`src/rtl/bcd_serial_addsub.sv`:
```
// Digit-serial packed-BCD adder/subtractor: one digit per clock,
// with a ten's-complement pass when a subtraction goes negative.
module bcd_serial_addsub #(
    parameter int DIGITS = 4
) (
    input  logic                  clk,
    input  logic                  rst_n,
    input  logic                  start,
    input  logic                  mode,
    input  logic [4*DIGITS-1:0]   a,
    input  logic [4*DIGITS-1:0]   b,
    output logic                  busy,
    output logic                  done,
    output logic [4*DIGITS-1:0]   result,
    output logic                  carry_out,
    output logic                  negative,
    output logic                  error
);

    localparam int W  = 4 * DIGITS;
    localparam int IW = (DIGITS > 1) ? $clog2(DIGITS) : 1;
    localparam logic [IW-1:0] LAST = IW'(DIGITS - 1);

    typedef enum logic [1:0] {IDLE, ADD, COMP, DONE} state_t;

    state_t        state_q;
    logic [W-1:0]  a_q, b_q, res_q;
    logic          mode_q, carry_q;
    logic [IW-1:0] idx_q;
    logic          busy_q, done_q, co_q, neg_q, err_q;

    logic          in_bad;
    logic [3:0]    a_dig, b_raw, b_eff, r_dig;
    logic [4:0]    add_d, comp_d;
    logic          last;

    // Returns {carry, digit} with the +6 decimal correction.
    function automatic logic [4:0] bcd_digit(input logic [3:0] x,
                                             input logic [3:0] y,
                                             input logic       c);
        logic [4:0] s;
        s = {1'b0, x} + {1'b0, y} + {4'b0, c};
        if (s > 5'd9) bcd_digit = {1'b1, s[3:0] + 4'd6};
        else          bcd_digit = {1'b0, s[3:0]};
    endfunction

    always_comb begin
        in_bad = 1'b0;
        for (int i = 0; i < DIGITS; i++) begin
            if (a[4*i +: 4] > 4'd9 || b[4*i +: 4] > 4'd9) in_bad = 1'b1;
        end
    end

    always_comb begin
        a_dig  = a_q[4*int'(idx_q) +: 4];
        b_raw  = b_q[4*int'(idx_q) +: 4];
        r_dig  = res_q[4*int'(idx_q) +: 4];
        b_eff  = mode_q ? (4'd9 - b_raw) : b_raw;
        add_d  = bcd_digit(a_dig, b_eff, carry_q);
        comp_d = bcd_digit(4'd9 - r_dig, 4'd0, carry_q);
        last   = (idx_q == LAST);
    end

    always_ff @(posedge clk or negedge rst_n) begin
        if (!rst_n) begin
            state_q <= IDLE;
            a_q     <= '0;
            b_q     <= '0;
            res_q   <= '0;
            mode_q  <= 1'b0;
            carry_q <= 1'b0;
            idx_q   <= '0;
            busy_q  <= 1'b0;
            done_q  <= 1'b0;
            co_q    <= 1'b0;
            neg_q   <= 1'b0;
            err_q   <= 1'b0;
        end else begin
            unique case (state_q)
                IDLE: begin
                    done_q <= 1'b0;
                    if (start) begin
                        a_q     <= a;
                        b_q     <= b;
                        mode_q  <= mode;
                        idx_q   <= '0;
                        carry_q <= mode;
                        res_q   <= '0;
                        co_q    <= 1'b0;
                        neg_q   <= 1'b0;
                        if (in_bad) begin
                            err_q   <= 1'b1;
                            done_q  <= 1'b1;
                            state_q <= DONE;
                        end else begin
                            err_q   <= 1'b0;
                            busy_q  <= 1'b1;
                            state_q <= ADD;
                        end
                    end
                end
                ADD: begin
                    res_q[4*int'(idx_q) +: 4] <= add_d[3:0];
                    carry_q <= add_d[4];
                    idx_q   <= idx_q + 1'b1;
                    if (last) begin
                        // Subtract without end-around carry means A<B.
                        if (!mode_q || add_d[4]) begin
                            co_q    <= add_d[4];
                            neg_q   <= 1'b0;
                            busy_q  <= 1'b0;
                            done_q  <= 1'b1;
                            state_q <= DONE;
                        end else begin
                            co_q    <= 1'b0;
                            neg_q   <= 1'b1;
                            idx_q   <= '0;
                            carry_q <= 1'b1;
                            state_q <= COMP;
                        end
                    end
                end
                COMP: begin
                    res_q[4*int'(idx_q) +: 4] <= comp_d[3:0];
                    carry_q <= comp_d[4];
                    idx_q   <= idx_q + 1'b1;
                    if (last) begin
                        busy_q  <= 1'b0;
                        done_q  <= 1'b1;
                        state_q <= DONE;
                    end
                end
                DONE: begin
                    done_q  <= 1'b0;
                    state_q <= IDLE;
                end
                default: state_q <= IDLE;
            endcase
        end
    end

    assign busy      = busy_q;
    assign done      = done_q;
    assign result    = res_q;
    assign carry_out = co_q;
    assign negative  = neg_q;
    assign error     = err_q;

endmodule

```
`config.mk`:
```
export PLATFORM = sky130hd
export DESIGN_NAME = bcd_serial_addsub
export DESIGN_NICKNAME = d
export VERILOG_FILES = /design/src/rtl/bcd_serial_addsub.sv
export SDC_FILE = /design/constraint.sdc
export NUM_CORES = 1
export LEC_CHECK = 0
export BUFFER_PORTS_ARGS = -buffer_cell sky130_fd_sc_hd__buf_4
export CORE_MARGIN = 4
export CORE_UTILIZATION = 47
export DETAILED_ROUTE_END_ITERATION = 8
export PLACE_DENSITY = 0.64
export SYNTH_ARGS = -nofsm -noshare
export SYNTH_HDL_FRONTEND = slang
export SYNTH_SLANG_ARGS = --single-unit
```
`constraint.sdc`:
```
create_clock -name clk -period 5.3 [get_ports clk]
set_clock_uncertainty 0.05 [all_clocks]
set_input_delay 0.53 -clock clk [delete_from_list [all_inputs] [get_ports clk]]
set_output_delay 0.53 -clock clk [all_outputs]
set_load 0.01 [all_outputs]
```
==> qor.csv <==
stage;metric;value;unit
floorplanning;core;7810;µm²
detailed_routing;wirelength;9.61;mm
critical_path;r2r_slack;1170;ps
cts;cts_setup_buffers;0;
cts;cts_root_buf;clkbuf_8;
timing;setup_tns;0;ps
critical_path;critPathCaptureType;flip-flop;
job;maxCapViolations;0;
layout;drive_above_1_share;30.5;%
critical_path;max_stage_delay;720;ps
grt;grt_first_pass_wirelength;16.2;mm
yosys;synth-compound-area-share;17.3;%
yosys;syn_avg_cell_area;10.4;µm²
yosys;async_flop_share;100;%
grt;globalRouteOverflowTotal;0;
yosys;yosys-top-cells-count;dfrtp_1 (59), o21ai_0 (35), mux2_2 (33);
layout;nets;480;
cts;post_cts_resized;0;
grt;grt_pass1_vias;3176;
critical_path;timing.rr.end;state_q[0]$_DFFE_PN0P_;
yosys;netlist_area;3810;µm²
floorplanning;design.die.area;9620;µm²
cts;htree_num_levels;3;
critical_path;critPathSlowestCell;dfrtp_1;
detailed_routing;ant_nets;0;
yosys;synthAdderAreaFrac;7.94;%
cts;clock_sinks;59;
cts;numCtsBuffers;9;
cts;cts_tree;yes;
placed_design;io_buffers;56;
timing;setup_violations;0;
yosys;synthMuxAreaShare;17.0;%
detailed_routing;drt_iter0_markers;236;
yosys;synth_edf_count;0;
timing;fmax;242;MHz
status;status;finished clean;
yosys;synth_top_cell_by_area;dfrtp_1;
layout;diodes;0;
detailed_routing;vias;3175;
floorplanning;die_y;98.1;µm
yosys;postSynthRegisterBits;59;
detailed_routing;drt-vias-per-instance;6.01;
timing;timing.final.crit_period;4130;ps
yosys;synth_warnings;0;
cts;clk_latency;350;ps
placed_design;routabilityCongestion;0.873;
floorplanning;initial_utilization;48.8;%
cts;cts.clk_slew.worst_paths;70;ps
yosys;synthDistinctLibCells;52;
yosys;synth-simple-area-share;13.2;%
detailed_routing;wire_per_inst;18.2;µm
layout;area_growth;18.1;%
yosys;yosysSeqAreaShare;38.7;%
floorplanning;rows;32;
timing;drv_slew;0;
grt;grt_max_degree;60;
critical_path;reg2reg_from;idx_q[0]$_DFFE_PN0P_;
cts;cts_buffer_depth;2;
floorplanning;pin_count;57;
critical_path;worst-endpoint-arrival;4290;ps
yosys;synth_top_family_by_area;compound AO/OA/AOI/OAI gates;
critical_path;worst-path-max-fanout;12;
timing;fin_crit_sh;77.9;%
detailed_routing;drt_first_pass_iters;4;
detailed_routing;remaining_drc_errors;0;
critical_path;path_class;reg2reg;
cts;hold_buffers;0;
critical_path;worstPathCellList;mux4_1 > xnor2_1 > fa_1 > inv_1 > fa_1 > xnor2_1 > ha_1 > a22o_1 > or3_1 > nand3_1 > a2111oi_0 > a211oi_1;
yosys;synth_top_area_share;38.7;%
yosys;synth.net_count;427;
yosys;synth_most_common_cell;dfrtp_1;
critical_path;worstPathRequired;5470;ps
timing;rsz0062_at_grt;no;
grt;grt_usage;20.8;%
yosys;synthXorXnorAreaFrac;1.87;%
grt;antenna_found_initial;0;
min_path;min_path_type;in2async;
timing;relSlewSlack;48.0;%
timing;worst_pin_slew;779;ps
yosys;synthCells;368;
timing;hold_viol;0;
critical_path;start_kind;flip-flop;
yosys;synth_area_leaders;dfrtp_1 (39%), mux2_2 (9.7%), ha_1 (6.9%);
critical_path;reg2regPathDepth;12;
yosys;yosys_most_used_dff;dfrtp_1;
floorplanning;die_w;98.1;µm
placed_design;hpwl;7.11;mm
[cell usage in the layout, fill, tap and decap left out, drive strengths merged, types with 4 or more instances in the layout]
cell type   n
o31ai       8
inv        21
o21ai      39
and3        5
a211oi      6
and2        6
a2111oi     4
nand3      12
nand4       9
a22o        6
nand2      20
clkbuf     11
a21oi      15
dfrtp      59
mux2       33
mux4       12
ha         21
buf        59
nor2b       4
nor2       25
or2         4
xnor2       6
[sequential cells by signal (all words and copies together), names as in the netlist]
| signal | cells |
|---|---|
| a_q | 16 |
| b_q | 16 |
| result | 16 |
| idx_q | 2 |
| state_q | 2 |
| busy | 1 |
| carry_out | 1 |
| carry_q | 1 |
| done | 1 |
| error | 1 |
| mode_q | 1 |
| negative | 1 |
[layer usage]
metal / vias up / track usage (%) / routed length [µm] / share of wire [%]
met5: - / 0 / 0 / 0
met1: 1581 / 28.6 / 4140 / 43
li1: 1478 / - / - / -
met3: 19 / 2.79 / 508 / 5.3
met2: 97 / 34.3 / 4790 / 50
met4: 0 / 6.28 / 162 / 1.7
[worst max path at each step]
| stage | from | slack, ps | cells after the start | endpoint |
|---|---|---|---|---|
| final | idx_q[0]$_DFFE_PN0P_ | 1170 | 12 | state_q[0]$_DFFE_PN0P_ |
| after global routing | idx_q[0]$_DFFE_PN0P_ | 810 | 12 | result[7]$_DFFE_PN0P_ |
| after CTS | idx_q[0]$_DFFE_PN0P_ | 1150 | 12 | state_q[0]$_DFFE_PN0P_ |
| after detailed placement | idx_q[0]$_DFFE_PN0P_ | 1180 | 12 | state_q[0]$_DFFE_PN0P_ |
| after global placement | idx_q[0]$_DFFE_PN0P_ | 1340 | 12 | result[11]$_DFFE_PN0P_ |
| after floorplan | idx_q[0]$_DFFE_PN0P_ | 1300 | 16 | state_q[0]$_DFFE_PN0P_ |
[cell families (layout without fill, tap and decap cells)]
group | after synthesis | count (layout)
compound gates | 98 | 98
xor+xnor | 6 | 6
buf+inv | 38 | 96
fa+ha+maj | 23 | 23
flops | 59 | 59
mux | 45 | 45
simple gates | 99 | 99
[final cells by class]
type / count / area, µm²
inverters: 21 / 78.8
well taps: 102 / 128
flip-flops and latches: 59 / 1480
clock inverters: 5 / 52.6
clock buffers: 11 / 141
repair buffers: 59 / 443
multi-input cells: 271 / 2180
fillers: 697 / 3300
[metrics by stage]
step | hold WS [ps] | cells | cell area (µm²) | util [%] | setup slack, ps
2_1_floorplan | 184 | 368 | 3810 | - | 1300
4_1_cts | 235 | 528 | 4500 | 57.7 | 1150
3_3_place_gp | 421 | 512 | 4310 | 55.2 | 1340
5_1_grt | 266 | 528 | 4500 | 57.7 | 810
6_report | 192 | 528 | 4500 | 57.7 | 1170
3_5_place_dp | 422 | 512 | 4310 | 55.2 | 1180
[worst max-delay path: cells and delay by family, from the launching register on]
| kind | cells | cell delay [ps] |
|---|---|---|
| compound gates | 3 | 780 |
| flops | 1 | 720 |
| mux | 1 | 650 |
| buf+inv | 1 | 50 |
| fa+ha+maj | 3 | 850 |
| xor+xnor | 2 | 490 |
| simple gates | 2 | 400 |
Power is left out: the tool's default activity adds up to more than one toggle a clock period on the data nets, which glitch-free logic cannot reach.
